File: src/rtl/speedtest_pkg.sv
// Shared constants for the speed-test sequencer: geometry, counter widths,
// record layout and FSM state encodings.
package speedtest_pkg;

  localparam int N_CH        = 64;
  localparam int WORD_W      = 32;
  localparam int CNT_W       = 16;
  localparam int STABLE_N    = 8;

  localparam int N_WORDS     = N_CH / WORD_W + 1;
  localparam int TIMEOUT_BIT = WORD_W - 1;
  localparam int W_IDX_W     = $clog2(N_WORDS);
  localparam int STB_W       = $clog2(STABLE_N + 1);

  localparam logic [1:0] ST_IDLE    = 2'd0;
  localparam logic [1:0] ST_APPLY   = 2'd1;
  localparam logic [1:0] ST_MEASURE = 2'd2;
  localparam logic [1:0] ST_EMIT    = 2'd3;

endpackage

File: src/rtl/sync_2ff.sv
// Vector double-flop synchronizer for classifier outputs arriving
// asynchronously to clk.
module sync_2ff #(
  parameter int W = 1
) (
  input  logic         clk,
  input  logic         rst_n,
  input  logic [W-1:0] d,
  output logic [W-1:0] q
);

  logic [W-1:0] meta;

  always_ff @(posedge clk or negedge rst_n) begin
    if (!rst_n) begin
      meta <= '0;
      q    <= '0;
    end else begin
      meta <= d;
      q    <= meta;
    end
  end

endmodule

File: src/rtl/speedtest_sequencer.sv
// Trial sequencer: applies a generator vector, waits for the classifier to
// settle, then streams {timeout, latency} plus the captured decision words.
module speedtest_sequencer
  import speedtest_pkg::*;
(
  input  logic              clk,
  input  logic              rst_n,
  input  logic              start,
  input  logic [CNT_W-1:0]  num_trials,
  input  logic [CNT_W-1:0]  settle_max,
  output logic              arb_load,
  output logic [CNT_W-1:0]  arb_idx,
  input  logic [N_CH-1:0]   din,
  output logic              out_valid,
  input  logic              out_ready,
  output logic [WORD_W-1:0] out_data,
  output logic              out_last,
  output logic              busy,
  output logic              done
);

  logic [1:0]         state;
  logic [CNT_W-1:0]   num_trials_q;
  logic [CNT_W-1:0]   settle_max_q;
  logic [CNT_W-1:0]   t;
  logic [CNT_W-1:0]   last_chg;
  logic [CNT_W-1:0]   latency;
  logic [STB_W-1:0]   stable;
  logic               timeout;
  logic [N_CH-1:0]    din_s;
  logic [N_CH-1:0]    din_prev;
  logic [N_CH-1:0]    cap;
  logic [W_IDX_W-1:0] w;

  logic [STB_W-1:0]   stable_nxt;
  logic [CNT_W-1:0]   last_chg_nxt;
  logic [CNT_W-1:0]   t_nxt;
  logic               settled;
  logic               timed_out;
  logic               last_word;

  sync_2ff #(.W(N_CH)) u_sync (
    .clk   (clk),
    .rst_n (rst_n),
    .d     (din),
    .q     (din_s)
  );

  // Settling detector: a change restarts the stability run and marks the
  // latency; settling takes priority over a coincident timeout.
  always_comb begin
    stable_nxt   = stable;
    last_chg_nxt = last_chg;
    if (din_s != din_prev) begin
      stable_nxt   = '0;
      last_chg_nxt = t;
    end else if (stable != STB_W'(STABLE_N)) begin
      stable_nxt = stable + 1'b1;
    end
    t_nxt     = (t == '1) ? t : t + 1'b1;
    settled   = (stable_nxt == STB_W'(STABLE_N));
    timed_out = (t_nxt == settle_max_q) || (settle_max_q == '0);
  end

  assign last_word = (w == W_IDX_W'(N_WORDS - 1));
  assign arb_load  = (state == ST_APPLY);
  assign out_valid = (state == ST_EMIT);
  assign out_last  = out_valid && last_word;

  always_comb begin
    out_data = '0;
    if (state == ST_EMIT) begin
      if (w == '0) begin
        out_data[CNT_W-1:0]   = latency;
        out_data[TIMEOUT_BIT] = timeout;
      end else begin
        for (int i = 1; i < N_WORDS; i++) begin
          if (w == W_IDX_W'(i)) out_data = cap[(i-1)*WORD_W +: WORD_W];
        end
      end
    end
  end

  always_ff @(posedge clk or negedge rst_n) begin
    if (!rst_n) begin
      state        <= ST_IDLE;
      arb_idx      <= '0;
      num_trials_q <= '0;
      settle_max_q <= '0;
      t            <= '0;
      last_chg     <= '0;
      latency      <= '0;
      stable       <= '0;
      timeout      <= 1'b0;
      din_prev     <= '0;
      cap          <= '0;
      w            <= '0;
      busy         <= 1'b0;
      done         <= 1'b0;
    end else begin
      done <= 1'b0;
      case (state)
        ST_IDLE: begin
          if (start) begin
            if (num_trials != '0) begin
              state        <= ST_APPLY;
              busy         <= 1'b1;
              arb_idx      <= '0;
              num_trials_q <= num_trials;
              settle_max_q <= settle_max;
            end else begin
              done <= 1'b1;
            end
          end
        end
        ST_APPLY: begin
          din_prev <= din_s;
          t        <= '0;
          stable   <= '0;
          last_chg <= '0;
          state    <= ST_MEASURE;
        end
        ST_MEASURE: begin
          din_prev <= din_s;
          t        <= t_nxt;
          stable   <= stable_nxt;
          last_chg <= last_chg_nxt;
          if (settled || timed_out) begin
            timeout <= !settled;
            latency <= last_chg_nxt;
            cap     <= din_s;
            w       <= '0;
            state   <= ST_EMIT;
          end
        end
        ST_EMIT: begin
          if (out_ready) begin
            if (last_word) begin
              if (arb_idx == num_trials_q - 1'b1) begin
                state <= ST_IDLE;
                busy  <= 1'b0;
                done  <= 1'b1;
              end else begin
                arb_idx <= arb_idx + 1'b1;
                state   <= ST_APPLY;
              end
            end else begin
              w <= w + 1'b1;
            end
          end
        end
        default: state <= ST_IDLE;
      endcase
    end
  end

endmodule

File: config.mk
export PLATFORM = sky130hd
export DESIGN_NAME = speedtest_sequencer
export DESIGN_NICKNAME = d
export VERILOG_FILES = /design/src/rtl/speedtest_pkg.sv /design/src/rtl/sync_2ff.sv /design/src/rtl/speedtest_sequencer.sv
export SDC_FILE = /design/constraint.sdc
export NUM_CORES = 1
export LEC_CHECK = 0
export CAP_MARGIN = 20
export CORE_MARGIN = 2
export CORE_UTILIZATION = 62
export DETAILED_ROUTE_END_ITERATION = 8
export GPL_ROUTABILITY_DRIVEN = 0
export GPL_TIMING_DRIVEN = 1
export PLACE_DENSITY = 0.85
export REMOVE_ABC_BUFFERS = 1
export SYNTH_ARGS = -nofsm -noshare
export SYNTH_HDL_FRONTEND = slang
export SYNTH_SLANG_ARGS = --single-unit
File: constraint.sdc
create_clock -name clk -period 6.4 [get_ports clk]
set_input_delay 1.92 -clock clk [delete_from_list [all_inputs] [get_ports clk]]
set_output_delay 1.92 -clock clk [all_outputs]
set_load 0.05 [all_outputs]
==> flow_summary_export.csv, run 1 <==
group,metric,value,unit
critical_path,r2r_cells,8,
routing,wire_per_inst,18.89,um
place,placedInstanceArea,0.01778,sq mm
grt,grt_pass1_vias,11330,
grt,grt.total_usage,0.2728,
routing,dr_total_vias,11352,
synthesis,post_synth_fa_ha_maj_area_fraction,0.009361,
routing,routed_wirelength,35970,um
final_layout,layout.cells.most_common,"sky130_fd_sc_hd__dfrtp_1",
run,maxCapViolCount,0,
synthesis,synth.top_cell.area_share,0.5663,
final_layout,combined_flip_flop_and_latch_cell_area,0.009084,sq mm
place,detailed_place_hpwl,23360,um
synthesis,postSynthRegisterBits,363,
synthesis,postSynth.topFlopCell,"sky130_fd_sc_hd__dfrtp_1",
floorplanning,die_height,164.8,um
timing,setup_viol,0,
power,internal-power,0.004987,W
min_path,min_delay_worst_endpoint,"u_sync.q[62]$_DFF_PN0_",
timing,grt_setup_unrepaired,"false",
place,io_buffer_count,152,
final_layout,fillerInstances,1601,
power,static-leakage-power,8.043,nW
power,power.sequential.fraction,0.409,
routing,final_antenna_net_count,0,
final_layout,multi_input_gate_area,0.006466,sq mm
power,p_sw,0.002602,W
min_path,count_of_cells_along_the_worst_hold_path,0,
floorplanning,core_area,0.02533,sq mm
timing,timing_hold_violations_final,0,
critical_path,crit_type,"flip-flop to primary output",
floorplanning,floorplan.die_area,0.02717,sq mm
cts,cts_sink_cnt,363,
cts,root_buffer,"sky130_fd_sc_hd__clkbuf_16",
critical_path,r2r_slack,1.62,ns
power,combinationalPowerShare,0.310,
final_layout,synthToLayoutAreaGrowth,18.56,%
critical_path,required,4.48,ns
synthesis,combinational_family_with_the_most_area_after_synthesis,"simple AND/OR/NAND/NOR gates",
final_layout,finalInstanceArea,0.01902,sq mm
cts,cts_inserted_buffers,37,
critical_path,cp_data_arrival_time,3.64,ns
power,swShare,0.3429,
final_layout,layout.cells.most_common_list,"363 x sky130_fd_sc_hd__dfrtp_1, 159 x sky130_fd_sc_hd__mux2_2, 151 x sky130_fd_sc_hd__clkdlybuf4s50_1",
synthesis,syn_inst,1429,
synthesis,synth-async-reset-ratio,1.000,
final_layout,fraction_of_final_layout_cells_with_drive_strength_greater_than_1,0.1563,
critical_path,r2r_start,"t[4]$_DFFE_PN0P_",
cts,cts_setup_buffers,0,
timing,slew-limit-headroom,0.2854,
routing,drtIter0Drc,905,
grt,initial_antenna_violation_count,0,
synthesis,post_synth_main_area_contributors,"sky130_fd_sc_hd__dfrtp_1 57%, sky130_fd_sc_hd__mux2_2 11%, sky130_fd_sc_hd__xor2_1 4.1%",
synthesis,synth_warnings,0,
timing,min_period_over_period,0.8683,
final_layout,diodes,0,
min_path,worst_hold_path_type,"flip-flop to flip-flop",
synthesis,synth_compound_gate_area_share,0.09829,
final_layout,num-nets-final,1661,
timing,timing.fmax,0.1800,GHz
critical_path,category_of_the_worst_setup_path_launch_point,"flip-flop",
outcome,outcome,"finished, final reports clean",
synthesis,fraction_of_synthesized_area_in_multiplexers,0.1187,
critical_path,worst_r2r_endpoint,"cap[52]$_DFFE_PN0P_",
routing,via_per_inst,5.962,
floorplanning,die_width,164.8,um
timing,finalClockSkew,0.01403,ns
floorplanning,start_util,0.6333,
synthesis,avg_inst_size_synth,11.22,sq um
synthesis,post-synth-top-area-cell,"sky130_fd_sc_hd__dfrtp_1",
floorplanning,floorplan.rows,58,
cts,cts_tree,"built",
cts,cts_repair_resize_count,0,
grt,grt_overflow,0,
grt,wire_length_of_the_first_global_routing_pass,58560,um
timing,final.min_clock_period,5.557,ns
place,placedCellCount,1839,
power,share_clk_of_total_power,0.281,
timing,setup-tns-final,0,ns
critical_path,cp_max_fo,22,
synthesis,post_synth_instance_area,0.01604,sq mm
critical_path,critPathCaptureType,"primary output",
synthesis,synth_xor_xnor_area_share,0.05461,
timing,worst-slew-pin-transition,1.072,ns
min_path,hold_path_startpoint,"u_sync.meta[62]$_DFF_PN0_",
synthesis,number_of_enable_flip_flop_cells_after_synthesis,0,
cts,clkTransAtPathRegs,0.06,ns
routing,detail_route.first_pass.iterations,5,
synthesis,synth-seq-area-share,0.5663,
cts,postCtsHoldBufs,0,
routing,drt_drc_violations_left,0,
synthesis,post_synth_and_or_nand_nor_area_fraction,0.1202,
timing,final_count_of_pins_violating_max_slew,0,
power,irDropWorstVdd,0.3831,mV
power,power-per-cell-area,399.1,mW/mm^2
cts,largest_buffer_count_on_any_clock_path,3,
synthesis,synth.distinct_cells,63,
cts,h-tree-depth,2,
cts,clkLatencyLatePin,0.53,ns
final_layout,fin_cells,1904,
grt,grt_start_max_net_pins,114,
floorplanning,pin_count,153,
==> cell usage after synthesis (all sizes together), types with 5 or more instances <==
library cell and number:
xnor2 25, o21a 16, nand2b 10, and2 7, nor2 102, nand3 25
nor2b 5, nand2 126, inv 50, xor2 75, o21ai 92, clkbuf 58
and3 7, buf 25, o31ai 13, mux2 162, a21oi 83, or4 8
and4 9, nor4 40, or3 7, mux2i 8, ha 12, nand4 23
a211oi 7, dfrtp 363, nor3 10, o22ai 6
==> metal layers <==
metal  routed length [um]  up-vias  global-route usage
li1                     -     5238                   -
met1                15370     5599              0.3791
met2                17470      434              0.4475
met3                 2203       81             0.04294
met4                  924        0             0.08419
met5                    0        -                   0
==> worst max-delay path, stage by stage (launching register included) <==
cell and delay, ns:
sky130_fd_sc_hd__dfrtp_1 0.42, sky130_fd_sc_hd__ha_1 0.74, sky130_fd_sc_hd__nand2b_1 0.72, sky130_fd_sc_hd__nor2_1 0.38
sky130_fd_sc_hd__clkdlybuf4s50_1 0.85
==> worst max-delay path by stage <==
stage	from	cells past startpoint	slack, ns	end
4_1_cts	state[0]$_DFFE_PN0P_	4	0.87	out_data[16]
5_1_grt	state[0]$_DFFE_PN0P_	4	0.72	out_data[16]
2_1_floorplan	din_prev[16]$_DFFE_PN0P_	8	0.13	cap[11]$_DFFE_PN0P_
6_report	state[0]$_DFFE_PN0P_	4	0.84	out_data[16]
3_3_place_gp	state[1]$_DFFE_PN0P_	4	1.51	out_data[21]
3_5_place_dp	state[1]$_DFFE_PN0P_	4	1.43	out_data[21]
==> cell type report <==
class | instances | area share
timing repair buffer | 164 | 0.08738
sequential | 363 | 0.4777
clock inverter | 10 | 0.006975
clock buffer | 54 | 0.05632
inverter | 50 | 0.009870
tap | 330 | 0.02171
multi-input combinational | 933 | 0.3400
==> power groups by stage <==
stage	clock, W	combinational (W)	sequential [W]
finish	0.00213	0.00235	0.00310
global placement	0	0.00223	0.00309
detailed placement	0	0.00231	0.00313
CTS	0.00216	0.00234	0.00310
floorplan	0	0.00169	0.00307
global route	0.00227	0.00256	0.00316
==> metrics by stage <==
stage | setup WS (ns) | utilization | total power [W] | hold slack [ns]
detailed placement | 1.433 | 0.7022 | 0.005436 | 0.3347
finish | 0.8431 | 0.7508 | 0.007589 | 0.3462
global placement | 1.508 | 0.7022 | 0.005319 | 0.3330
floorplan | 0.1291 | - | 0.004758 | 0.3312
global route | 0.7225 | 0.7508 | 0.007987 | 0.3503
CTS | 0.8713 | 0.7497 | 0.007599 | 0.3477
==> cells by family after synthesis <==
logic type / after synthesis
simple gates: 392
compound gates: 259
flops: 363
buf+inv: 133
mux: 170
xor+xnor: 100
fa+ha+maj: 12
==> registers in the layout, summed over array words and instances (netlist names), 4 cells and up <==
register	cells
settle_max_q	16
arb_idx	16
t	16
u_sync.q	64
u_sync.meta	64
last_chg	16
cap	64
latency	16
stable	4
din_prev	64
num_trials_q	16
Note: power is estimated with default switching activity, not from simulation.
==> run 2, diff against run 1 <==
CORE_MARGIN = unset   (was 2)
HOLD_SLACK_MARGIN = 0.12   (was unset)
==> run 2 against run 1 <==
  * Setup slack gained 0.075 ns
  * Sequential share of layout area shrank 0.27 points
  * Sequential power is essentially flat
  * Design area grew 0.57%
  * Clock skew grew 0.0020 ns
  * Via count grew 2.4%
  * Count of clock-buffer cells in the layout shrank 5
  * Wire length grew 2.3%
  * Register-to-register slack gained 0.04 ns
  * First-iteration DRC count grew 27%
  * Clock power grew 11%
==> flow_summary_export.csv, run 2 (same netlist as run 1, synthesis figures left out) <==
group,metric,value,unit
place,detailed_place_hpwl,23140,um
critical_path,required,4.48,ns
timing,slew-limit-headroom,0.2716,
routing,detail_route.first_pass.iterations,6,
timing,finalClockSkew,0.01600,ns
grt,grt_overflow,0,
timing,final.min_clock_period,5.481,ns
critical_path,r2r_slack,1.66,ns
place,placedCellCount,1839,
floorplanning,start_util,0.6351,
power,power.total,0.007816,W
cts,cts_sink_cnt,363,
final_layout,layout.cells.most_common,"sky130_fd_sc_hd__dfrtp_1",
floorplanning,pin_count,153,
power,irDropWorstVdd,0.4898,mV
cts,cts_tree,"built",
floorplanning,die_height,162.8,um
routing,dr_total_vias,11623,
routing,drt_drc_violations_left,0,
power,static-leakage-power,8.102,nW
timing,final_count_of_pins_violating_max_slew,0,
grt,initial_antenna_violation_count,0,
critical_path,crit_type,"flip-flop to primary output",
cts,clkTransAtPathRegs,0.06,ns
final_layout,num-nets-final,1660,
cts,clkLatencyLatePin,0.54,ns
routing,drtIter0Drc,1147,
cts,h-tree-depth,2,
cts,cts_setup_buffers,0,
critical_path,setup.worst_path.start,"state[1]$_DFFE_PN0P_",
timing,timing.fmax,0.1824,GHz
critical_path,r2r_cells,8,
outcome,outcome,"finished, final reports clean",
final_layout,synthToLayoutAreaGrowth,19.23,%
min_path,worst_hold_path_type,"flip-flop to flip-flop",
floorplanning,core_area,0.02525,sq mm
timing,timing_hold_violations_final,0,
final_layout,fraction_of_final_layout_cells_with_drive_strength_greater_than_1,0.1618,
run,maxCapViolCount,0,
timing,setup_viol,0,
critical_path,worst_r2r_endpoint,"cap[36]$_DFFE_PN0P_",
cts,root_buffer,"sky130_fd_sc_hd__clkbuf_16",
cts,cts_repair_resize_count,0,
final_layout,layout.cells.most_common_list,"363 x sky130_fd_sc_hd__dfrtp_1, 159 x sky130_fd_sc_hd__mux2_2, 151 x sky130_fd_sc_hd__clkdlybuf4s50_1",
critical_path,r2r_start,"t[4]$_DFFE_PN0P_",
critical_path,critPathCaptureType,"primary output",
timing,setup-tns-final,0,ns
floorplanning,floorplan.rows,58,
critical_path,cp_max_fo,22,
final_layout,fin_cells,1906,
critical_path,endpoint,"out_data[23]",
routing,wire_per_inst,19.30,um
critical_path,category_of_the_worst_setup_path_launch_point,"flip-flop",
grt,grt.total_usage,0.2850,
critical_path,cp_data_arrival_time,3.56,ns
grt,grt_start_max_net_pins,158,
grt,wire_length_of_the_first_global_routing_pass,59110,um
timing,final.setup.worst_slack,0.9186,ns
cts,largest_buffer_count_on_any_clock_path,3,
timing,grt_setup_unrepaired,"false",
timing,worst-slew-pin-transition,1.093,ns
place,detailedPlace.worstSlack,1.560,ns
final_layout,diodes,0,
place,io_buffer_count,152,
grt,grt_pass1_vias,11399,
routing,via_per_inst,6.098,
cts,postCtsHoldBufs,0,
power,power-per-cell-area,408.7,mW/mm^2
cts,cts_inserted_buffers,37,
floorplanning,floorplan.die_area,0.02652,sq mm
routing,routed_wirelength,36780,um
timing,min_period_over_period,0.8565,
routing,final_antenna_net_count,0,
floorplanning,die_width,162.8,um
## run 2: cell types whose count changed in the layout (fill, tap and decap cells not counted)
cell                         change
sky130_fd_sc_hd__buf_16          -1
sky130_fd_sc_hd__clkinv_2        +2
sky130_fd_sc_hd__clkinvlp_4      +1
sky130_fd_sc_hd__clkbuf_1        -7
sky130_fd_sc_hd__bufinv_16       +4
sky130_fd_sc_hd__buf_4           +1
sky130_fd_sc_hd__buf_12          -1
sky130_fd_sc_hd__clkbuf_8        +2
sky130_fd_sc_hd__inv_6           +1
## run 2: power breakdown
| group | leakage [nW] | switching (W) | total (W) | internal, W |
|---|---|---|---|---|
| clock | 0.663 | 0.000928 | 0.00236 | 0.00144 |
| combinational | 2.89 | 0.00132 | 0.00234 | 0.00102 |
| sequential | 4.55 | 0.000414 | 0.00312 | 0.00270 |
| total | 8.10 | 0.00266 | 0.00782 | 0.00516 |
## run 2: routing by layer
metal  share of wire  routed length [um]  GRT usage  up-vias
met5               0                   0          0        -
met4           0.035                1301     0.1253        0
met3           0.063                2301    0.04151       89
met2            0.48               17790     0.4621      503
met1            0.42               15390     0.3844     5785
li1                -                   -          -     5246
## run 2: worst min path at each step
stage / from / end / slack, ns / cells past startpoint
after CTS: u_sync.meta[22]$_DFF_PN0_ / u_sync.q[22]$_DFF_PN0_ / 0.34 / 0
after global routing: u_sync.meta[46]$_DFF_PN0_ / u_sync.q[46]$_DFF_PN0_ / 0.35 / 0
final: u_sync.meta[22]$_DFF_PN0_ / u_sync.q[22]$_DFF_PN0_ / 0.34 / 0
after global placement: u_sync.meta[53]$_DFF_PN0_ / u_sync.q[53]$_DFF_PN0_ / 0.33 / 0
after detailed placement: u_sync.meta[22]$_DFF_PN0_ / u_sync.q[22]$_DFF_PN0_ / 0.33 / 0
after floorplan: u_sync.meta[0]$_DFF_PN0_ / u_sync.q[0]$_DFF_PN0_ / 0.33 / 0
## run 2: metrics by stage
stage                 util  hold WS (ns)  instance area, sq um
floorplan                -        0.3312                 15710
global placement    0.7037        0.3330                 17770
detailed placement  0.7037        0.3347                 17770
CTS                 0.7572        0.3449                 19120
global route        0.7572        0.3525                 19120
finish              0.7572        0.3429                 19120
## run 2: critical path: stages, from the launching register on
cell and delay, ns:
sky130_fd_sc_hd__dfrtp_1 0.43, sky130_fd_sc_hd__ha_1 0.70, sky130_fd_sc_hd__nand2b_1 0.64, sky130_fd_sc_hd__nor2_1 0.39, sky130_fd_sc_hd__clkdlybuf4s50_1 0.86
## run 2: area by class of cell
class	instances	area, sq um
multi-input combinational	933	6466
clock inverter	18	279.0
sequential	363	9084
clock buffer	49	1072
inverter	50	187.7
timing repair buffer	163	1622
fill	1575	6131
tap	330	412.9
==> run 3, diff against run 2 <==
CORE_MARGIN = 2   (was unset)
==> results of run 3 <==
Same layout as run 1: the final DEF is identical, and so are final timing and power.
